==> config.mk <==
export PLATFORM = sky130hd
export DESIGN_NAME = aes_arbiter_flat
export DESIGN_NICKNAME = d
export VERILOG_FILES = /design/src/rtl/aes_arbiter_if.sv /design/src/rtl/aes_arbiter.sv /design/src/flat_wrapper.sv
export SDC_FILE = /design/constraint.sdc
export NUM_CORES = 1
export LEC_CHECK = 0
export BUFFER_PORTS_ARGS = -buffer_cell sky130_fd_sc_hd__buf_4
export CAP_MARGIN = 30
export CORE_AREA = 2 2 407 409
export DETAILED_ROUTE_END_ITERATION = 12
export DIE_AREA = 0 0 409 411
export REMOVE_ABC_BUFFERS = 1
export SYNTH_ARGS = -nofsm -noshare
export SYNTH_HDL_FRONTEND = slang
export SYNTH_SLANG_ARGS = --single-unit
==> constraint.sdc <==
create_clock -name clk -period 19.5 [get_ports clk]
set_input_delay 3.9 -clock clk [delete_from_list [all_inputs] [get_ports clk]]
set_output_delay 3.9 -clock clk [all_outputs]
set_load 0.02 [all_outputs]
==> src/rtl/aes_arbiter_if.sv <==
`default_nettype none
// ============================================================================
// Module   : aes_arbiter_if
// Purpose  : Request/response and core-side bundle for the shared AES arbiter.
// Revision : 1.0
// ============================================================================
interface aes_arbiter_if #(
  parameter int KEY_W  = 128,
  parameter int DATA_W = 128
);
  logic [1:0]          req_valid;
  logic [1:0]          req_ready;
  logic [2*KEY_W-1:0]  req_key;
  logic [2*DATA_W-1:0] req_data;
  logic [1:0]          req_dec;
  logic [1:0]          rsp_valid;
  logic [1:0]          rsp_ready;
  logic [DATA_W-1:0]   rsp_data;
  logic [KEY_W-1:0]    core_key;
  logic [DATA_W-1:0]   core_data;
  logic [1:0]          core_func;
  logic                core_enable;
  logic                core_ready;
  logic [DATA_W-1:0]   core_result;

  // Arbiter side.
  modport slave (
    input  req_valid, req_key, req_data, req_dec, rsp_ready, core_ready, core_result,
    output req_ready, rsp_valid, rsp_data, core_key, core_data, core_func, core_enable
  );

  // Requesters plus AES core side.
  modport master (
    output req_valid, req_key, req_data, req_dec, rsp_ready, core_ready, core_result,
    input  req_ready, rsp_valid, rsp_data, core_key, core_data, core_func, core_enable
  );
endinterface
`default_nettype wire

==> src/rtl/aes_arbiter.sv <==
`default_nettype none
// ============================================================================
// Module   : aes_arbiter
// Purpose  : Round-robin sharing of one AES core between two requesters,
//            issuing key expansion ahead of each operation when required.
//            Define AES_ARB_KEYCACHE_EN to skip expansion of an already loaded key.
// Revision : 1.0
// ============================================================================
module aes_arbiter #(
  parameter int KEY_W  = 128,
  parameter int DATA_W = 128
) (
  input  logic         clk,
  input  logic         rst,
  aes_arbiter_if.slave bus
);
  typedef enum logic [2:0] {
    IDLE     = 3'd0,
    KEY_GO   = 3'd1,
    KEY_WAIT = 3'd2,
    OP_GO    = 3'd3,
    OP_WAIT  = 3'd4,
    RESP     = 3'd5
  } state_t;

  state_t            r_state;
  state_t            w_state_nxt;
  logic [KEY_W-1:0]  r_key;
  logic [DATA_W-1:0] r_data;
  logic              r_dec;
  logic              r_grant;
  logic              r_last_grant;
  logic [DATA_W-1:0] r_rsp_data;
  logic              r_core_armed;

  logic              w_grant;
  logic              w_accept;
  logic              w_core_done;
  logic              w_need_key;
  logic [KEY_W-1:0]  w_sel_key;
  logic [DATA_W-1:0] w_sel_data;
  logic              w_sel_dec;

  assign w_grant    = (&bus.req_valid) ? ~r_last_grant : bus.req_valid[1];
  assign w_accept   = (r_state == IDLE) && (|bus.req_valid);
  assign w_sel_key  = w_grant ? bus.req_key[2*KEY_W-1:KEY_W]    : bus.req_key[KEY_W-1:0];
  assign w_sel_data = w_grant ? bus.req_data[2*DATA_W-1:DATA_W] : bus.req_data[DATA_W-1:0];
  assign w_sel_dec  = w_grant ? bus.req_dec[1] : bus.req_dec[0];

  // A completion left over from before reset is dropped until we start the core ourselves.
  assign w_core_done = bus.core_ready && r_core_armed;

`ifdef AES_ARB_KEYCACHE_EN
  logic             r_key_loaded;
  logic [KEY_W-1:0] r_loaded_key;

  always_ff @(posedge clk or posedge rst) begin
    if (rst) begin
      r_key_loaded <= 1'b0;
      r_loaded_key <= '0;
    end else if (r_state == KEY_GO) begin
      r_key_loaded <= 1'b0;
    end else if ((r_state == KEY_WAIT) && w_core_done) begin
      r_key_loaded <= 1'b1;
      r_loaded_key <= r_key;
    end
  end

  assign w_need_key = !r_key_loaded || (w_sel_key != r_loaded_key);
`else
  assign w_need_key = 1'b1;
`endif

  always_ff @(posedge clk or posedge rst) begin
    if (rst) begin
      r_state      <= IDLE;
      r_key        <= '0;
      r_data       <= '0;
      r_dec        <= 1'b0;
      r_grant      <= 1'b0;
      r_last_grant <= 1'b1;
      r_rsp_data   <= '0;
      r_core_armed <= 1'b0;
    end else begin
      r_state <= w_state_nxt;
      if (w_accept) begin
        r_key        <= w_sel_key;
        r_data       <= w_sel_data;
        r_dec        <= w_sel_dec;
        r_grant      <= w_grant;
        r_last_grant <= w_grant;
      end
      if (bus.core_enable) begin
        r_core_armed <= 1'b1;
      end
      if ((r_state == OP_WAIT) && w_core_done) begin
        r_rsp_data <= bus.core_result;
      end
    end
  end

  assign bus.rsp_data = r_rsp_data;

  always_comb begin
    w_state_nxt     = r_state;
    bus.req_ready   = 2'b00;
    bus.rsp_valid   = 2'b00;
    bus.core_key    = '0;
    bus.core_data   = '0;
    bus.core_func   = 2'd0;
    bus.core_enable = 1'b0;
    case (r_state)
      IDLE: begin
        if (w_accept) begin
          // The strobe is combinational, so hold it low while reset is asserted.
          bus.req_ready = rst ? 2'b00 : (w_grant ? 2'b10 : 2'b01);
          w_state_nxt   = w_need_key ? KEY_GO : OP_GO;
        end
      end
      KEY_GO: begin
        bus.core_key    = r_key;
        bus.core_func   = 2'd1;
        bus.core_enable = 1'b1;
        w_state_nxt     = KEY_WAIT;
      end
      KEY_WAIT: begin
        bus.core_key  = r_key;
        bus.core_func = 2'd1;
        if (w_core_done) begin
          w_state_nxt = OP_GO;
        end
      end
      OP_GO: begin
        bus.core_data   = r_data;
        bus.core_func   = r_dec ? 2'd3 : 2'd2;
        bus.core_enable = 1'b1;
        w_state_nxt     = OP_WAIT;
      end
      OP_WAIT: begin
        bus.core_data = r_data;
        bus.core_func = r_dec ? 2'd3 : 2'd2;
        if (w_core_done) begin
          w_state_nxt = RESP;
        end
      end
      RESP: begin
        bus.rsp_valid = r_grant ? 2'b10 : 2'b01;
        if (bus.rsp_ready[r_grant]) begin
          w_state_nxt = IDLE;
        end
      end
      default: w_state_nxt = IDLE;
    endcase
  end
endmodule
`default_nettype wire

==> src/flat_wrapper.sv <==
// flat-port wrapper written by rule: the top's interface ports become plain ports
module aes_arbiter_flat 
#(
  parameter int KEY_W  = 128,
  parameter int DATA_W = 128
)
  (clk, rst, bus_req_valid, bus_req_key, bus_req_data, bus_req_dec, bus_rsp_ready, bus_core_ready, bus_core_result, bus_req_ready, bus_rsp_valid, bus_rsp_data, bus_core_key, bus_core_data, bus_core_func, bus_core_enable);
  aes_arbiter_if #(.KEY_W(KEY_W), .DATA_W(DATA_W)) bus_i ();
  input  logic clk;
  input  logic rst;
  input wire logic [$bits(bus_i.req_valid)-1:0] bus_req_valid;
  input wire logic [$bits(bus_i.req_key)-1:0] bus_req_key;
  input wire logic [$bits(bus_i.req_data)-1:0] bus_req_data;
  input wire logic [$bits(bus_i.req_dec)-1:0] bus_req_dec;
  input wire logic [$bits(bus_i.rsp_ready)-1:0] bus_rsp_ready;
  input wire logic [$bits(bus_i.core_ready)-1:0] bus_core_ready;
  input wire logic [$bits(bus_i.core_result)-1:0] bus_core_result;
  output wire logic [$bits(bus_i.req_ready)-1:0] bus_req_ready;
  output wire logic [$bits(bus_i.rsp_valid)-1:0] bus_rsp_valid;
  output wire logic [$bits(bus_i.rsp_data)-1:0] bus_rsp_data;
  output wire logic [$bits(bus_i.core_key)-1:0] bus_core_key;
  output wire logic [$bits(bus_i.core_data)-1:0] bus_core_data;
  output wire logic [$bits(bus_i.core_func)-1:0] bus_core_func;
  output wire logic [$bits(bus_i.core_enable)-1:0] bus_core_enable;
  assign bus_i.req_valid = bus_req_valid;
  assign bus_i.req_key = bus_req_key;
  assign bus_i.req_data = bus_req_data;
  assign bus_i.req_dec = bus_req_dec;
  assign bus_i.rsp_ready = bus_rsp_ready;
  assign bus_i.core_ready = bus_core_ready;
  assign bus_i.core_result = bus_core_result;
  assign bus_req_ready = bus_i.req_ready;
  assign bus_rsp_valid = bus_i.rsp_valid;
  assign bus_rsp_data = bus_i.rsp_data;
  assign bus_core_key = bus_i.core_key;
  assign bus_core_data = bus_i.core_data;
  assign bus_core_func = bus_i.core_func;
  assign bus_core_enable = bus_i.core_enable;
  aes_arbiter #(.KEY_W(KEY_W), .DATA_W(DATA_W)) u_core (.clk(clk), .rst(rst), .bus(bus_i));
endmodule
==> out/qor.txt <==
critical path type - input port to primary output
Crit Path Max Fanout - 75
cell count after synthesis - 2053
first-pass GRT wire length - 169900 microns
setup bufs post-CTS - 0
slew margin rel. - 23.45%
Slew @ Worst Pin - 1.145 ns
most common cell after layout, fill and taps aside - buf_4
routed length per instance - 24.37 microns
CP required - 15.60 ns
Area after DPL - 30070 sq um
Final Skew - 0.03028 ns
Netlist Area Pre-Place - 20410 sq um
area grow syn2layout - 56.59%
CTS buffer count - 51
Peak VDD IR - 0.1079 mV
Distinct cells, synth - 34
CTS resizes - 0
Initial Util - 12.46%
Initial DRT Pass Iterations - 6
GR Overflow Total - 0
fin crit share - 49.30%
number of port buffers - 1039
reg-to-reg slack, setup - 15.83 ns
Synth top area share - 47.81%
FMAX - 104.0 MHz
Power, Total - 5237 uW
DRT iter0 DRCs - 1875
crit path time final - 9.613 ns
crit path capture type - primary output
Vias/cell - 3.964
design area - 31970 sq um
initial antenna violation count - 53
Detailed Place HPWL - 98430 microns
FF+latch count, synth - 391
share of layout cells above drive strength 1 - 44.89%
Remaining DRCs - 0
clk sinks - 391
Max Transition Viols Final - 0
vias in the first global route - 20550
CTS tree - yes
synthesized area per cell - 9.943 sq um
fillers - 18070
Hold Fails Final Rpt - 0
setup violators final - 0
post-synthesis sequential area ratio - 47.94%
Cell Rows - 149
Clock Pin Slew Worst Setup and Hold Paths - 0.05 ns
status - finished, final reports clean
Skew-Pair Late Insertion Delay - 0.65 ns
Setup TNS Final - 0 ns
Placer Congestion - 0.9268
Startpoint Class - input port
register area - 9786 sq um
Max clock buf depth - 3
Layout Nets - 3611
Critical Path AT - 5.71 ns
most frequent cells in the layout - buf_4, dfrtp_1, inv_1, and2_1, nand4_1
number of max-cap violations - 0
DIE WIDTH - 409 microns
Antenna Nets Post-Route - 0
most area-hungry cell type in the Yosys netlist - dfrtp_1
Core Region - 163900 sq um
Total Routed Length - 126700 microns
Chip Height - 411 microns
CTS root buf - clkbuf_16
leakage - 0.01479 uW
pin count of the biggest net entering global routing - 140
Tot GR Track Use - 14.25%
total number of vias - 20610
Synth area leaders - dfrtp_1, and2_1, o211ai_1, mux2_2, nand4_1
htree depth - 2
synth warn - 0
# IOs - 1040
full die area - 168100 sq um
pwr/cell area - 163.8 nW/um^2
CTS Hold Bufs - 0
HP Class - flip-flop to flip-flop
footprint of the multi-input gates - 8491 sq um
unrepaired setup endpoints after global routing - no
-- synth_stat cells, drive strengths merged --
cell	n
nand3b	1
nor3	1
dfrtp	390
a21boi	1
nand2b	2
o21ai	259
inv	258
mux2i	1
o21a	3
nand3	3
clkbuf	102
nand4b	31
or2	2
nor2	8
nand2	2
a21o	1
and2	256
xnor2	1
mux2	128
buf	111
dfstp	1
o211ai	258
and3	2
or3	1
nand4	227
nor2b	3
-- path summary, 6_finish.rpt --
check,from,endpoint,depth (start not counted)
hold reg to reg,u_core.r_data[85],u_core.r_data[85],2
setup reg to reg,u_core.r_state[1],u_core.r_key[10],6
setup / recovery,bus_req_valid[1],bus_req_ready[1],4
hold / removal,u_core.r_data[85],u_core.r_data[85],2
max in group asynchronous,rst,u_core.r_data[126],5
min in group asynchronous,rst,u_core.r_key[99],2
-- sequential cells by signal, indices dropped and copies added, names as in the netlist --
name / count
u_core.bus.rsp_data: 128
u_core.r_key: 128
u_core.r_data: 128
u_core.r_last_grant: 1
u_core.r_core_armed: 1
u_core.r_grant: 1
u_core.r_state: 3
u_core.r_dec: 1
-- through the flow --
| step | worst slack (ns) | hold WS [ns] | util [%] | cells |
|---|---|---|---|---|
| 5_1_grt | 9.824 | 0.5159 | 19.50 | 5193 |
| 2_1_floorplan | 4.732 | 0.4624 | - | 1840 |
| 3_5_place_dp | 9.903 | 0.4760 | 18.35 | 5098 |
| 3_3_place_gp | 9.912 | 0.4733 | 18.35 | 5098 |
| 6_report | 9.887 | 0.4903 | 19.51 | 5200 |
| 4_1_cts | 9.901 | 0.4944 | 19.49 | 5190 |
-- cells by family after synthesis --
family	share of synthesized area [%]
buf+inv	10.81
xor+xnor	0.04291
compound gates	17.25
simple gates	16.85
flops	47.94
mux	7.110
-- cell type report --
type / instances / share of cell area [%]
Inverter: 258 / 3.053
Multi-Input combinational cell: 1191 / 26.56
Timing Repair Buffer: 1069 / 25.29
Clock inverter: 31 / 1.605
Antenna cell: 10 / 0.07828
Clock buffer: 61 / 4.235
Tap cell: 2189 / 8.568
Sequential cell: 391 / 30.61
-- per-layer routing --
layer | share of wire (%) | global-route usage, % | vias up | wire, microns
li1 | - | - | 9083 | -
met1 | 41 | 18.04 | 10310 | 52260
met2 | 47 | 23.25 | 1002 | 59960
met3 | 8.1 | 4.003 | 193 | 10260
met4 | 3.2 | 4.619 | 28 | 4056
met5 | 0.13 | 0 | - | 167
-- where the power goes --
part / switching, uW / total [uW] / internal [uW]
registers: 236 / 1440 / 1210
logic: 1690 / 2710 / 1020
clock network: 424 / 1080 / 658
total: 2350 / 5240 / 2880
-- critical path: stages --
cell      delay [ns]
buf_8           0.35
a21boi_4        0.99
and3_1          0.30
buf_4           0.15
(Power assumes the default switching activity.)
